===== src/rtl/data_mem_arbiter.sv =====
// data_mem_arbiter
//   Two-port arbiter in front of a single data memory. Port A (core) and
//   port B (debug/DMA) raise req and hold it until ack. The winner's request
//   fields are latched, one command strobe is issued, reads wait out the
//   memory's stall handshake (high then low), and the owner gets a one-cycle
//   ack. A read whose stall handshake does not finish within STALL_TIMEOUT
//   wait cycles is aborted: rdata is forced to zero, timeout_err is set
//   (sticky until reset) and ack is still pulsed.
//
//   Optional feature: define DMEM_ARB_RR_EN for round-robin arbitration on
//   simultaneous requests. Without it, A always wins a tie.
//
// Ports
//   clk, rst                 clock, asynchronous active-high reset
//   a_/b_req                 transfer request, held until ack
//   a_/b_memwrite            1 = write, 0 = read
//   a_/b_addr, a_/b_wdata    byte address, write data
//   a_/b_sign_mask           size/sign code passed through to memory
//   a_/b_ack                 one-cycle completion pulse
//   a_/b_rdata               read result, held until next read on that port
//   mem_addr/write_data/sign_mask  latched request fields (zero when idle)
//   mem_memwrite/memread     one-cycle command strobes
//   mem_read_data, mem_clk_stall   memory read result and stall flag
//   busy                     high whenever a transfer is in progress
//   timeout_err              sticky read-timeout flag
module data_mem_arbiter #(
   parameter int STALL_TIMEOUT = 15
) (
   input  logic        clk,
   input  logic        rst,
   input  logic        a_req,
   input  logic        a_memwrite,
   input  logic [31:0] a_addr,
   input  logic [31:0] a_wdata,
   input  logic [3:0]  a_sign_mask,
   output logic        a_ack,
   output logic [31:0] a_rdata,
   input  logic        b_req,
   input  logic        b_memwrite,
   input  logic [31:0] b_addr,
   input  logic [31:0] b_wdata,
   input  logic [3:0]  b_sign_mask,
   output logic        b_ack,
   output logic [31:0] b_rdata,
   output logic [31:0] mem_addr,
   output logic [31:0] mem_write_data,
   output logic [3:0]  mem_sign_mask,
   output logic        mem_memwrite,
   output logic        mem_memread,
   input  logic [31:0] mem_read_data,
   input  logic        mem_clk_stall,
   output logic        busy,
   output logic        timeout_err
);

   localparam int CNT_W = $clog2(STALL_TIMEOUT + 1);
   localparam logic [CNT_W-1:0] CNT_MAX = CNT_W'(STALL_TIMEOUT);

   typedef enum logic [2:0] {IDLE, ISSUE, RD_WAIT_HI, RD_WAIT_LO, DONE} state_t;

   state_t            state_q, state_d;
   logic              owner_q, owner_d;      // 0 = port A, 1 = port B
   logic [31:0]       addr_q, addr_d;
   logic [31:0]       wdata_q, wdata_d;
   logic [3:0]        mask_q, mask_d;
   logic              wr_q, wr_d;
   logic [CNT_W-1:0]  cnt_q, cnt_d;
   logic [CNT_W-1:0]  cnt_inc;
   logic [31:0]       a_rdata_q, a_rdata_d;
   logic [31:0]       b_rdata_q, b_rdata_d;
   logic              tmo_q, tmo_d;
   logic              grant_b;
   logic              rd_done;
   logic [31:0]       rd_val;
`ifdef DMEM_ARB_RR_EN
   logic              rr_q, rr_d;            // 1 = B favoured on a tie
`endif

   always_comb begin
      state_d   = state_q;
      owner_d   = owner_q;
      addr_d    = addr_q;
      wdata_d   = wdata_q;
      mask_d    = mask_q;
      wr_d      = wr_q;
      cnt_d     = cnt_q;
      a_rdata_d = a_rdata_q;
      b_rdata_d = b_rdata_q;
      tmo_d     = tmo_q;
      rd_done   = 1'b0;
      rd_val    = 32'h0;
      cnt_inc   = (cnt_q == CNT_MAX) ? cnt_q : cnt_q + 1'b1;
`ifdef DMEM_ARB_RR_EN
      rr_d      = rr_q;
      grant_b   = b_req && (!a_req || rr_q);
`else
      grant_b   = !a_req;
`endif

      case (state_q)
         IDLE: begin
            if (a_req || b_req) begin
               owner_d = grant_b;
               addr_d  = grant_b ? b_addr      : a_addr;
               wdata_d = grant_b ? b_wdata     : a_wdata;
               mask_d  = grant_b ? b_sign_mask : a_sign_mask;
               wr_d    = grant_b ? b_memwrite  : a_memwrite;
               state_d = ISSUE;
            end
         end
         ISSUE: begin
            cnt_d   = '0;
            state_d = wr_q ? DONE : RD_WAIT_HI;
         end
         RD_WAIT_HI, RD_WAIT_LO: begin
            cnt_d = cnt_inc;
            // A normal handshake completion in the same cycle as the
            // timeout wins over the abort.
            if (state_q == RD_WAIT_HI && mem_clk_stall) begin
               state_d = RD_WAIT_LO;
            end else if (state_q == RD_WAIT_LO && !mem_clk_stall) begin
               rd_done = 1'b1;
               rd_val  = mem_read_data;
            end else if (cnt_inc == CNT_MAX) begin
               rd_done = 1'b1;
               rd_val  = 32'h0;
               tmo_d   = 1'b1;
            end
         end
         DONE: begin
            state_d = IDLE;
`ifdef DMEM_ARB_RR_EN
            rr_d    = !owner_q;
`endif
         end
         default: state_d = IDLE;
      endcase

      if (rd_done) begin
         state_d = DONE;
         if (owner_q) b_rdata_d = rd_val;
         else         a_rdata_d = rd_val;
      end
   end

   always_ff @(posedge clk or posedge rst) begin
      if (rst) begin
         state_q   <= IDLE;
         owner_q   <= 1'b0;
         addr_q    <= 32'h0;
         wdata_q   <= 32'h0;
         mask_q    <= 4'h0;
         wr_q      <= 1'b0;
         cnt_q     <= '0;
         a_rdata_q <= 32'h0;
         b_rdata_q <= 32'h0;
         tmo_q     <= 1'b0;
      end else begin
         state_q   <= state_d;
         owner_q   <= owner_d;
         addr_q    <= addr_d;
         wdata_q   <= wdata_d;
         mask_q    <= mask_d;
         wr_q      <= wr_d;
         cnt_q     <= cnt_d;
         a_rdata_q <= a_rdata_d;
         b_rdata_q <= b_rdata_d;
         tmo_q     <= tmo_d;
      end
   end

`ifdef DMEM_ARB_RR_EN
   always_ff @(posedge clk or posedge rst) begin
      if (rst) rr_q <= 1'b0;
      else     rr_q <= rr_d;
   end
`endif

   // Every output is decoded from registered state, so an asynchronous
   // reset clears all of them immediately.
   assign busy           = (state_q != IDLE);
   assign mem_addr       = busy ? addr_q  : 32'h0;
   assign mem_write_data = busy ? wdata_q : 32'h0;
   assign mem_sign_mask  = busy ? mask_q  : 4'h0;
   assign mem_memwrite   = (state_q == ISSUE) &&  wr_q;
   assign mem_memread    = (state_q == ISSUE) && !wr_q;
   assign a_ack          = (state_q == DONE) && !owner_q;
   assign b_ack          = (state_q == DONE) &&  owner_q;
   assign a_rdata        = a_rdata_q;
   assign b_rdata        = b_rdata_q;
   assign timeout_err    = tmo_q;

endmodule


===== config.mk =====
export PLATFORM = sky130hd
export DESIGN_NAME = data_mem_arbiter
export DESIGN_NICKNAME = d
export VERILOG_FILES = /design/src/rtl/data_mem_arbiter.sv
export SDC_FILE = /design/constraint.sdc
export NUM_CORES = 1
export LEC_CHECK = 0
export CAP_MARGIN = 20
export CORE_MARGIN = 1.5
export CORE_UTILIZATION = 30
export CTS_CLUSTER_SIZE = 40
export DETAILED_ROUTE_END_ITERATION = 10
export GPL_TIMING_DRIVEN = 0
export HOLD_SLACK_MARGIN = 0.1
export SYNTH_ARGS = -nofsm -noshare
export SYNTH_HDL_FRONTEND = slang
export SYNTH_SLANG_ARGS = --single-unit

===== constraint.sdc =====
create_clock -name clk -period 6.4 [get_ports clk]
set_clock_uncertainty 0.15 [all_clocks]
set_input_delay 1.28 -clock clk [delete_from_list [all_inputs] [get_ports clk]]
set_output_delay 1.28 -clock clk [all_outputs]
set_load 0.05 [all_outputs]

==> results of run 1 <==
## layout by cell type, fill, tap and decap left out, types with 2 or more instances in the layout
master           Yosys  layout
nand4b_1             2       2
nor2_1              78      78
a22o_1              54      54
buf_4                6       6
bufinv_16            0       4
clkbuf_16            0      17
nand2_1              2       2
o21ai_0              4       4
and2_1              68      68
a21oi_1             73      73
nand3_1              5       5
buf_6                6       6
clkdlybuf4s50_1      0     311
mux2i_1             69      69
dfrtp_1            142     142
clkbuf_1            19      19
a22o_2               4       4
a32o_1               6       6
and3_1               2       2
buf_2               15      15
nand4_1              2       2
inv_1                5       4
nand3b_1             2       2
inv_6                0       9
clkbuf_8             0       2
o211ai_2             2       2
## through the flow
step                cell area (sq um)  total power [mW]
floorplan                        6484             4.409
global placement                 9941             5.944
detailed placement               9973             5.959
CTS                             10620             7.093
global route                    10620             7.376
finish                          10620             7.014
## cells by family after synthesis
family	Yosys count	synth area share [%]
adder cells (fa/ha/maj)	1	0.1929
XOR/XNOR	1	0.1351
flip-flops	142	54.81
AND/OR/NAND/NOR	169	13.55
AO/OA/AOI/OAI	150	16.15
buffers and inverters	52	4.342
multiplexers	70	10.83
## layer usage
| metal | wire length (um) | up-vias |
|---|---|---|
| met5 | 0 | - |
| met4 | 215 | 0 |
| met3 | 2054 | 15 |
| met2 | 10470 | 227 |
| met1 | 8842 | 2659 |
| li1 | - | 2728 |
## registers in the layout, summed over array words and instances (netlist names)
register     cells
a_rdata         32
addr_q          32
b_rdata         32
wdata_q         32
cnt_q            4
mask_q           4
state_q          3
owner_q          1
timeout_err      1
wr_q             1
## worst paths after layout
| kind | start | end | cells past startpoint |
|---|---|---|---|
| worst max-delay path | state_q[0]$_DFFE_PP0P_ | mem_addr[26] | 5 |
| worst min-delay path | timeout_err$_DFFE_PP0P_ | timeout_err$_DFFE_PP0P_ | 1 |
| worst max register to register | cnt_q[0]$_DFFE_PP0N_ | a_rdata[1]$_DFFE_PP0P_ | 6 |
| worst min register to register | timeout_err$_DFFE_PP0P_ | timeout_err$_DFFE_PP0P_ | 1 |
| max in group asynchronous | rst | wdata_q[1]$_DFFE_PP0P_ | 3 |
| min in group asynchronous | rst | a_rdata[13]$_DFFE_PP0P_ | 2 |
## critical path: cells and delay by family, from the launching register on
| family | cells | cell delay [ns] |
|---|---|---|
| DFF | 1 | 0.44 |
| buffers and inverters | 3 | 1.48 |
| and+or+nand+nor | 2 | 0.39 |
## layout make-up
type | count | area, sq um
Buffer | 46 | 259.0
Clock buffer | 19 | 452.9
Clock inverter | 13 | 197.7
Fill cell | 1997 | 10460
Inverter | 6 | 27.53
Multi-Input combinational cell | 391 | 2649
Sequential cell | 142 | 3553
Tap cell | 275 | 344.1
Timing Repair Buffer | 312 | 3141
## power groups by stage
| stage | registers [mW] | clock network, mW | logic [mW] |
|---|---|---|---|
| floorplan | 2.28 | 0 | 2.13 |
| global placement | 1.58 | 0 | 4.36 |
| detailed placement | 1.59 | 0 | 4.37 |
| CTS | 1.58 | 1.12 | 4.39 |
| global route | 1.64 | 1.16 | 4.57 |
| finish | 1.58 | 1.10 | 4.34 |
==> summary.md, run 1 <==
| Metric | Value |
|---|---|
| Status | completed |
| Crit share post-route | 65.16% |
| Vias | 5629 |
| Most instantiated cells after synthesis | dfrtp_1 (142), nor2_1 (78), a21oi_1 (73), mux2i_1 (69), and2_1 (68) |
| CTS root buffer | clkbuf_16 |
| Net count after synthesis | 761 |
| CTS tree | built |
| Global-route wire length before repair | 33060 um |
| Number of global-route vias before repair | 5774 |
| Critical path class | register to primary output |
| Worst hold path class | register to register |
| I/O Pins | 313 |
| Async SR Flop Fraction | 100.0% |
| Clock network power share | 15.7% |
| Met1 usage | 23.61% |
| CTS Sinks | 142 |
| Internal power component | 3.531 mW |
| Final worst slack | 2.230 ns |
| Fmax | 239.8 MHz |
| VDD IR-drop max | 0.3358 mV |
| Worst-path clk slew | 0.06 ns |
| Synthesized flop and latch total | 142 |
| Count leader, synth | dfrtp_1 |
| Buffers added on ports | 311 |
| Mean Syn Cell Area | 11.08 sq um |
| Yosys Warn Count | 0 |
| H-tree depth | 4 |
| Static Leak | 4.609 nW |
| Largest area contributor in the synthesized netlist | dfrtp_1 |
| Tmin final | 4.170 ns |
| CP Cell Sequence | or3_1 -> buf_2 -> clkbuf_1 -> and2_1 -> clkdlybuf4s50_1 |
| Site Rows | 53 |
| Register-to-register setup slack | 4.27 ns |
| RSZ-0062 raised after global routing | false |
| Synth Instances | 585 |
| Die height | 150.0 um |
| NetSw | 3.482 mW |
| Critical path's slowest cell | clkdlybuf4s50_1 |
| Hold-fix buffers at CTS | 0 |
| Layout cells sized above 1 | 8.073% |
| Hold Slack | 0.3226 ns |
| Nets | 1092 |
| Sequential share of power | 22.5% |
| GR met3 Demand/Resource | 7.591% |
| Area grow syn2layout | 63.86% |
| Dpl hpwl | 16460 um |
| # DRC | 0 |
| Vias per cell | 4.675 |
| Gpl congestion | 0.7833 |
| Final TNS setup | 0 ns |
| Die X | 150.0 um |
| Post_cts resized | 0 |
| Num CTS Buffers | 17 |
| Arr. time, crit path | 2.74 ns |
| Max cap viols | 0 |
| Pwr per Cell Area | 660.2 mW/mm^2 |
| Commonest register cell after synthesis | dfrtp_1 |
| Number of synthesized flops with an enable pin | 0 |
| Post-synth top area share | 54.81% |
| Count of cell types in the netlist | 40 |
| Final instance count without filler cells | 1204 |
| Worst-margin pin slew | 0.8722 ns |
| GRT met2 Usage | 32.43% |
| Pre-CTS setup slack | 2.569 ns |
| Initial DRC count | 197 |
| GR Util All Layers | 19.52% |
| Critical-path maximum fanout | 10 |
| Core area | 0.02109 sq mm |
| Worst setup EP type | primary output |
| Setup bufs post-CTS | 0 |
| Startpoint Class | register |
| Clk_lat worst skew | 0.41 ns |
| CTS Buffer Depth | 2 |
| N_diodes | 0 |
| Largest net degree at the start of global routing | 77 |
| WL per Instance | 17.93 um |
| Starting Density | 30.75% |
| Die area | 0.02250 sq mm |
| Routed WL | 21580 um |
| Top Usage Layer GRT | met2 |
| Top cells by area, synth | dfrtp_1 (55%), mux2i_1 (11%), a22o_1 (7.3%) |
| Logic gate share of total power | 61.8% |
| Req. time, crit path | 4.97 ns |
| Overflow after GRT | 0 |
| Post-route ant nets | 0 |
| Final Hold Viols | 0 |
| Final setup fails | 0 |
| Post-synthesis sequential area ratio | 54.81% |
| Max-slew headroom | 41.86% |
| Util after Layout | 50.38% |
| Pre-antenna DRT Iters | 4 |
| Final Max Slew Viols | 0 |
| Cell area after synthesis | 0.006484 sq mm |
| Switching Share | 49.65% |
| Initial antenna violation count | 0 |
| Cell count after placement | 1172 |
| Slowest stage delay, CP | 0.86 ns |
No activity file was read; power rests on OpenSTA's default activity.
==> run 2, diff against run 1 <==
clock period = 4 ns   (was 6.4 ns; I/O delays follow)
==> run 2 against run 1 <==
Final area decreased by 0.46%. Highest routed layer unchanged. Final cell count rose by 0.17%. Non-clock buffer count grew 2. Critical path depth unchanged. Critical endpoint unchanged. Global-route usage decreased by 0.056 points.
==> summary.md, run 2 (synthesis results as in run 1) <==
| Metric | Value |
|---|---|
| Status | completed |
| Worst-path clk slew | 0.06 ns (about the same) |
| Vias per cell | 4.730 (+1.2%) |
| Fmax | 272.1 MHz |
| Die area | 0.02250 sq mm (unchanged) |
| Hold-fix buffers at CTS | 0 (unchanged) |
| Dpl hpwl | 16720 um (+1.6%) |
| RR Startpoint | state_q[2]$_DFFE_PP0P_ |
| Final Max Slew Viols | 0 (unchanged) |
| Post-route ant nets | 0 (unchanged) |
| Tmin final | 3.675 ns |
| Crit path buffers/inverters | 3 (unchanged) |
| I/O Pins | 313 (unchanged) |
| Critical-path maximum fanout | 10 (unchanged) |
| Largest delay share family, worst path | buffers and inverters |
| Worst-margin pin slew | 0.7981 ns (-0.07410 ns) |
| Routed WL | 21690 um (+0.51%) |
| Global-route wire length before repair | 33040 um (about the same) |
| VDD IR-drop max | 0.7817 mV (+130%) |
| Starting Density | 30.75% (unchanged) |
| Crit share post-route | 91.86% |
| Static Leak | 4.576 nW (-0.72%) |
| Startpoint Class | register |
| Worst hold endpoint | timeout_err$_DFFE_PP0P_ |
| Pre-antenna DRT Iters | 4 (unchanged) |
| CTS tree | built |
| Final Hold Viols | 0 (unchanged) |
| Util after Layout | 50.15% (-0.23 points) |
| Final setup fails | 0 (unchanged) |
| CTS Sinks | 142 (unchanged) |
| Commonest non-fill, non-tap cell in the layout | clkdlybuf4s50_1 |
| Switching Share | 51.14% (+1.5 points) |
| CTS root buffer | clkbuf_16 |
| Clock network power share | 13.9% (-1.8 points) |
| Initial DRC count | 228 (+16%) |
| Max cap viols | 0 (unchanged) |
| Internal power component | 5.387 mW (+53%) |
| Logic gate share of total power | 63.1% (+1.3 points) |
| Gpl congestion | 0.7574 (-3.3%) |
| Worst hold start | timeout_err$_DFFE_PP0P_ |
| Worst r2r dst | wdata_q[2]$_DFFE_PP0P_ |
| Area grow syn2layout | 63.10% |
| Req. time, crit path | 3.05 ns (-1.92 ns) |
| CP Cell Sequence | or3_1 -> buf_2 -> clkbuf_1 -> and2_1 -> clkdlybuf4s50_1 |
| Worst hold path class | register to register |
| # DRC | 0 (unchanged) |
| WL per Instance | 17.99 um (+0.34%) |
| Register-to-register setup slack | 1.87 ns (-2.40 ns) |
| NetSw | 5.637 mW (+62%) |
| RSZ-0062 raised after global routing | false |
| Slowest stage delay, CP | 0.88 ns (+0.02 ns) |
| Worst setup EP type | primary output |
| Nets | 1094 (+0.18%) |
| Critical path's slowest cell | clkdlybuf4s50_1 |
| FF-to-FF path depth | 6 (unchanged) |
| Sequential share of power | 23.0% (+0.5 points) |
| Arr. time, crit path | 2.72 ns (-0.02 ns) |
| Die X | 150.0 um (unchanged) |
| Largest net degree at the start of global routing | 41 (-47%) |
| Clk_lat worst skew | 0.42 ns (about the same) |
| GR Util All Layers | 19.47% (-0.056 points) |
| Layout cells sized above 1 | 8.271% (+0.20 points) |
| Setup bufs post-CTS | 0 (unchanged) |
| Num CTS Buffers | 17 (unchanged) |
| Hold Slack | 0.3141 ns (-0.008553 ns) |
| Die height | 150.0 um (unchanged) |
| Site Rows | 53 (unchanged) |
| Overflow after GRT | 0 (unchanged) |
| Max-slew headroom | 46.80% (+4.9 points) |
| WHS Path Cells | 1 (unchanged) |
| Initial antenna violation count | 0 (unchanged) |
| Most frequent cells in the layout | clkdlybuf4s50_1 (311), dfrtp_1 (142), nor2_1 (78) |
| H-tree depth | 4 (unchanged) |
| CTS Buffer Depth | 2 (unchanged) |
| Core area | 0.02109 sq mm (unchanged) |
| Critical path class | register to primary output |
| Post_cts resized | 0 (unchanged) |
| Pwr per Cell Area | 1042 mW/mm^2 (+58%) |
| N_diodes | 0 (unchanged) |
| Buffers added on ports | 311 (unchanged) |
| Number of global-route vias before repair | 5825 (+0.88%) |
| Vias | 5704 (+1.3%) |
-- run 2: cell count changes in the layout (fill, tap and decap cells not counted) --
cell        previous run  this run
bufinv_16              4         0
inv_8                  0         4
buf_12                 0         3
clkinvlp_4             1         4
inv_6                  9         6
clkbuf_8               2         0
buf_16                 1         0
clkinv_4               0         1
clkinv_8               0         1
-- run 2: how the worst max path moves through the flow --
stage                                start                       to  cells past startpoint
floorplan           state_q[2]$_DFFE_PP0P_             mem_memwrite                      2
global placement                       rst  wdata_q[22]$_DFFE_PP0P_                      2
detailed placement  state_q[0]$_DFFE_PP0P_             mem_addr[26]                      5
CTS                 state_q[0]$_DFFE_PP0P_             mem_addr[26]                      5
global route        state_q[0]$_DFFE_PP0P_             mem_addr[26]                      5
finish              state_q[0]$_DFFE_PP0P_             mem_addr[26]                      5
-- run 2: cell type report --
class | instances | area, sq um
buffer | 46 | 259.0
clock buffer | 17 | 425.4
clock inverter | 15 | 145.1
fill | 2004 | 10510
inverter | 6 | 26.28
multi-input combinational | 391 | 2649
sequential | 142 | 3553
tap | 275 | 344.1
timing repair buffer | 314 | 3173
-- run 2: metrics by stage --
step           cells  setup TNS [ns]  power [mW]  setup slack [ns]  instance area [sq um]
2_1_floorplan    585               0       7.055            0.7511                   6487
5_1_grt         1206               0       11.57            0.1628                  10580
4_1_cts         1206               0       11.14            0.2302                  10580
3_3_place_gp    1171          -20.47       9.517           -0.1567                   9945
3_5_place_dp    1174               0       9.558            0.6983                  10000
6_report        1206               0       11.02            0.3254                  10580
-- run 2: power by group through the flow --
stage	sequential [mW]	combinational, mW	clock (mW)
floorplan	3.65	3.41	0
global placement	2.54	6.98	0
finish	2.54	6.95	1.53
global route	2.63	7.31	1.64
detailed placement	2.56	7.00	0
CTS	2.54	7.03	1.57
-- run 2: metal layers --
metal | wire length (um) | part of all wire [%] | vias up | global-route usage (%)
met5 | 0 | 0 | - | 0
met1 | 9017 | 42 | 2715 | 24.21
met4 | 277 | 1.3 | 0 | 5.931
met3 | 1964 | 9.1 | 18 | 6.768
li1 | - | - | 2734 | -
met2 | 10430 | 48 | 237 | 31.67
==> run 3, diff against run 2 <==
MAX_ROUTING_LAYER = met4   (was unset)
==> run 3 against run 2 <==
Sequential power about the same. Sequential share of layout area unchanged. Register-to-register slack about the same. Combinational power about the same. Final area unchanged. Via count about the same. Flip-flop and latch count unchanged. Core utilization unchanged. Die area unchanged. Hold slack about the same. Count of clock-buffer cells in the layout unchanged. Highest routed layer unchanged.
==> summary.md, run 3 (synthesis results as in run 1) <==
| Metric | Value |
|---|---|
| Post-placement cell area | 0.01000 sq mm (unchanged) |
| Hold Slack | 0.3141 ns (+0.00001300 ns) |
| CTS Buffer Depth | 2 (unchanged) |
| Gpl congestion | 0.7672 (+1.3%) |
| Nets | 1094 (unchanged) |
| Vias per cell | 4.734 (about the same) |
| CTS tree | built |
| I/O Pins | 313 (unchanged) |
| Num CTS Buffers | 17 (unchanged) |
| Vias | 5709 (+0.088%) |
| Most frequent cells in the layout | clkdlybuf4s50_1 (311), dfrtp_1 (142), nor2_1 (78) |
| Area grow syn2layout | 63.10% (unchanged) |
| Site Rows | 53 (unchanged) |
| Critical path class | register to primary output |
| Final worst slack | 0.3171 ns (-0.008304 ns) |
| Critical path's slowest cell | clkdlybuf4s50_1 |
| Status | completed |
| # DRC | 0 (unchanged) |
| Die area | 0.02250 sq mm (unchanged) |
| Util after Layout | 50.15% (unchanged) |
| WL per Instance | 17.99 um (about the same) |
| Max cap viols | 0 (unchanged) |
| Commonest non-fill, non-tap cell in the layout | clkdlybuf4s50_1 |
| Post-route ant nets | 0 (unchanged) |
| Tmin final | 3.683 ns (+0.008304 ns) |
| Worst-path clk slew | 0.06 ns (about the same) |
| Worst setup EP type | primary output |
| Static Leak | 4.576 nW (unchanged) |
| Fmax | 271.5 MHz (-0.23%) |
| CTS Sinks | 142 (unchanged) |
| Layout cells sized above 1 | 8.271% (unchanged) |
| Dpl hpwl | 16720 um (unchanged) |
| Final setup fails | 0 (unchanged) |
| Die X | 150.0 um (unchanged) |
| Initial DRC count | 212 (-7.0%) |
| GR Util All Layers | 20.03% (+0.56 points) |
| Pre-CTS setup slack | 0.6983 ns (unchanged) |
| Register-to-register setup slack | 1.86 ns (about the same) |
| Final Hold Viols | 0 (unchanged) |
| Starting Density | 30.75% (unchanged) |
| Req. time, crit path | 3.05 ns (about the same) |
| Global-route wire length before repair | 32920 um (-0.38%) |
| Max-slew headroom | 45.03% (-1.8 points) |
| Hold-fix buffers at CTS | 0 (unchanged) |
| Worst hold path class | register to register |
| Largest net degree at the start of global routing | 41 (unchanged) |
| CTS root buffer | clkbuf_16 |
| Final TNS setup | 0 ns (unchanged) |
| PnR Total Power | 11.03 mW (about the same) |
| Worst-margin pin slew | 0.8245 ns (+0.02648 ns) |
| Routed WL | 21700 um (about the same) |
| Overflow after GRT | 0 (unchanged) |
| Pwr per Cell Area | 1043 mW/mm^2 (about the same) |
| VDD IR-drop max | 0.7820 mV (about the same) |
| N_diodes | 0 (unchanged) |
| Cell count after placement | 1174 (unchanged) |
| Core area | 0.02109 sq mm (unchanged) |
| Crit share post-route | 92.07% (+0.21 points) |
| Buffers added on ports | 311 (unchanged) |
| Critical-path maximum fanout | 10 (unchanged) |
| Cell area after layout | 0.01058 sq mm (unchanged) |
| Setup bufs post-CTS | 0 (unchanged) |
| Clk_lat worst skew | 0.42 ns (about the same) |
| RSZ-0062 raised after global routing | false |
| Slowest stage delay, CP | 0.88 ns (about the same) |
| Initial antenna violation count | 0 (unchanged) |
| Number of global-route vias before repair | 5876 (+0.88%) |
| Startpoint Class | register |
| Die height | 150.0 um (unchanged) |
| H-tree depth | 4 (unchanged) |
| Final Max Slew Viols | 0 (unchanged) |
| Pre-antenna DRT Iters | 4 (unchanged) |
| CP Cell Sequence | or3_1 -> buf_2 -> clkbuf_1 -> and2_1 -> clkdlybuf4s50_1 |
| Final instance count without filler cells | 1206 (unchanged) |
| Arr. time, crit path | 2.73 ns (about the same) |
| Post_cts resized | 0 (unchanged) |
## run 3: cell counts in the layout (fill, tap and decap cells not counted)
Identical to the previous run, type by type.
## run 3: area by class of cell
type                            instances  area [sq um]
Buffer                                 46         259.0
Clock inverter                         15         145.1
Tap cell                              275         344.1
Multi-Input combinational cell        391          2649
Timing Repair Buffer                  314          3173
Sequential cell                       142          3553
Inverter                                6         26.28
Clock buffer                           17         425.4
Fill cell                            2004         10510
## run 3: path summary, 6_finish.rpt
kind / end / start / cells past startpoint
max in group asynchronous: wdata_q[1]$_DFFE_PP0P_ / rst / 4
worst max register to register: wdata_q[2]$_DFFE_PP0P_ / state_q[2]$_DFFE_PP0P_ / 6
worst min register to register: timeout_err$_DFFE_PP0P_ / timeout_err$_DFFE_PP0P_ / 1
worst max-delay path: mem_addr[26] / state_q[0]$_DFFE_PP0P_ / 5
min in group asynchronous: a_rdata[15]$_DFFE_PP0P_ / rst / 2
worst min-delay path: timeout_err$_DFFE_PP0P_ / timeout_err$_DFFE_PP0P_ / 1
## run 3: where the power goes
group | switching (mW) | internal (mW)
logic | 4.54 | 2.41
clock network | 0.704 | 0.827
registers | 0.391 | 2.15
total | 5.64 | 5.39
## run 3: critical path, delay by kind of cell (launching register included)
family,cells,cell delay [ns]
buf+inv,3,1.50
flops,1,0.44
simple gates,2,0.35
## run 3: per-layer routing
metal  GRT usage [%]  wire, um
met1           24.25      9043
met2           31.65     10420
met4           5.637       301
met5               -         0
met3           6.860      1932
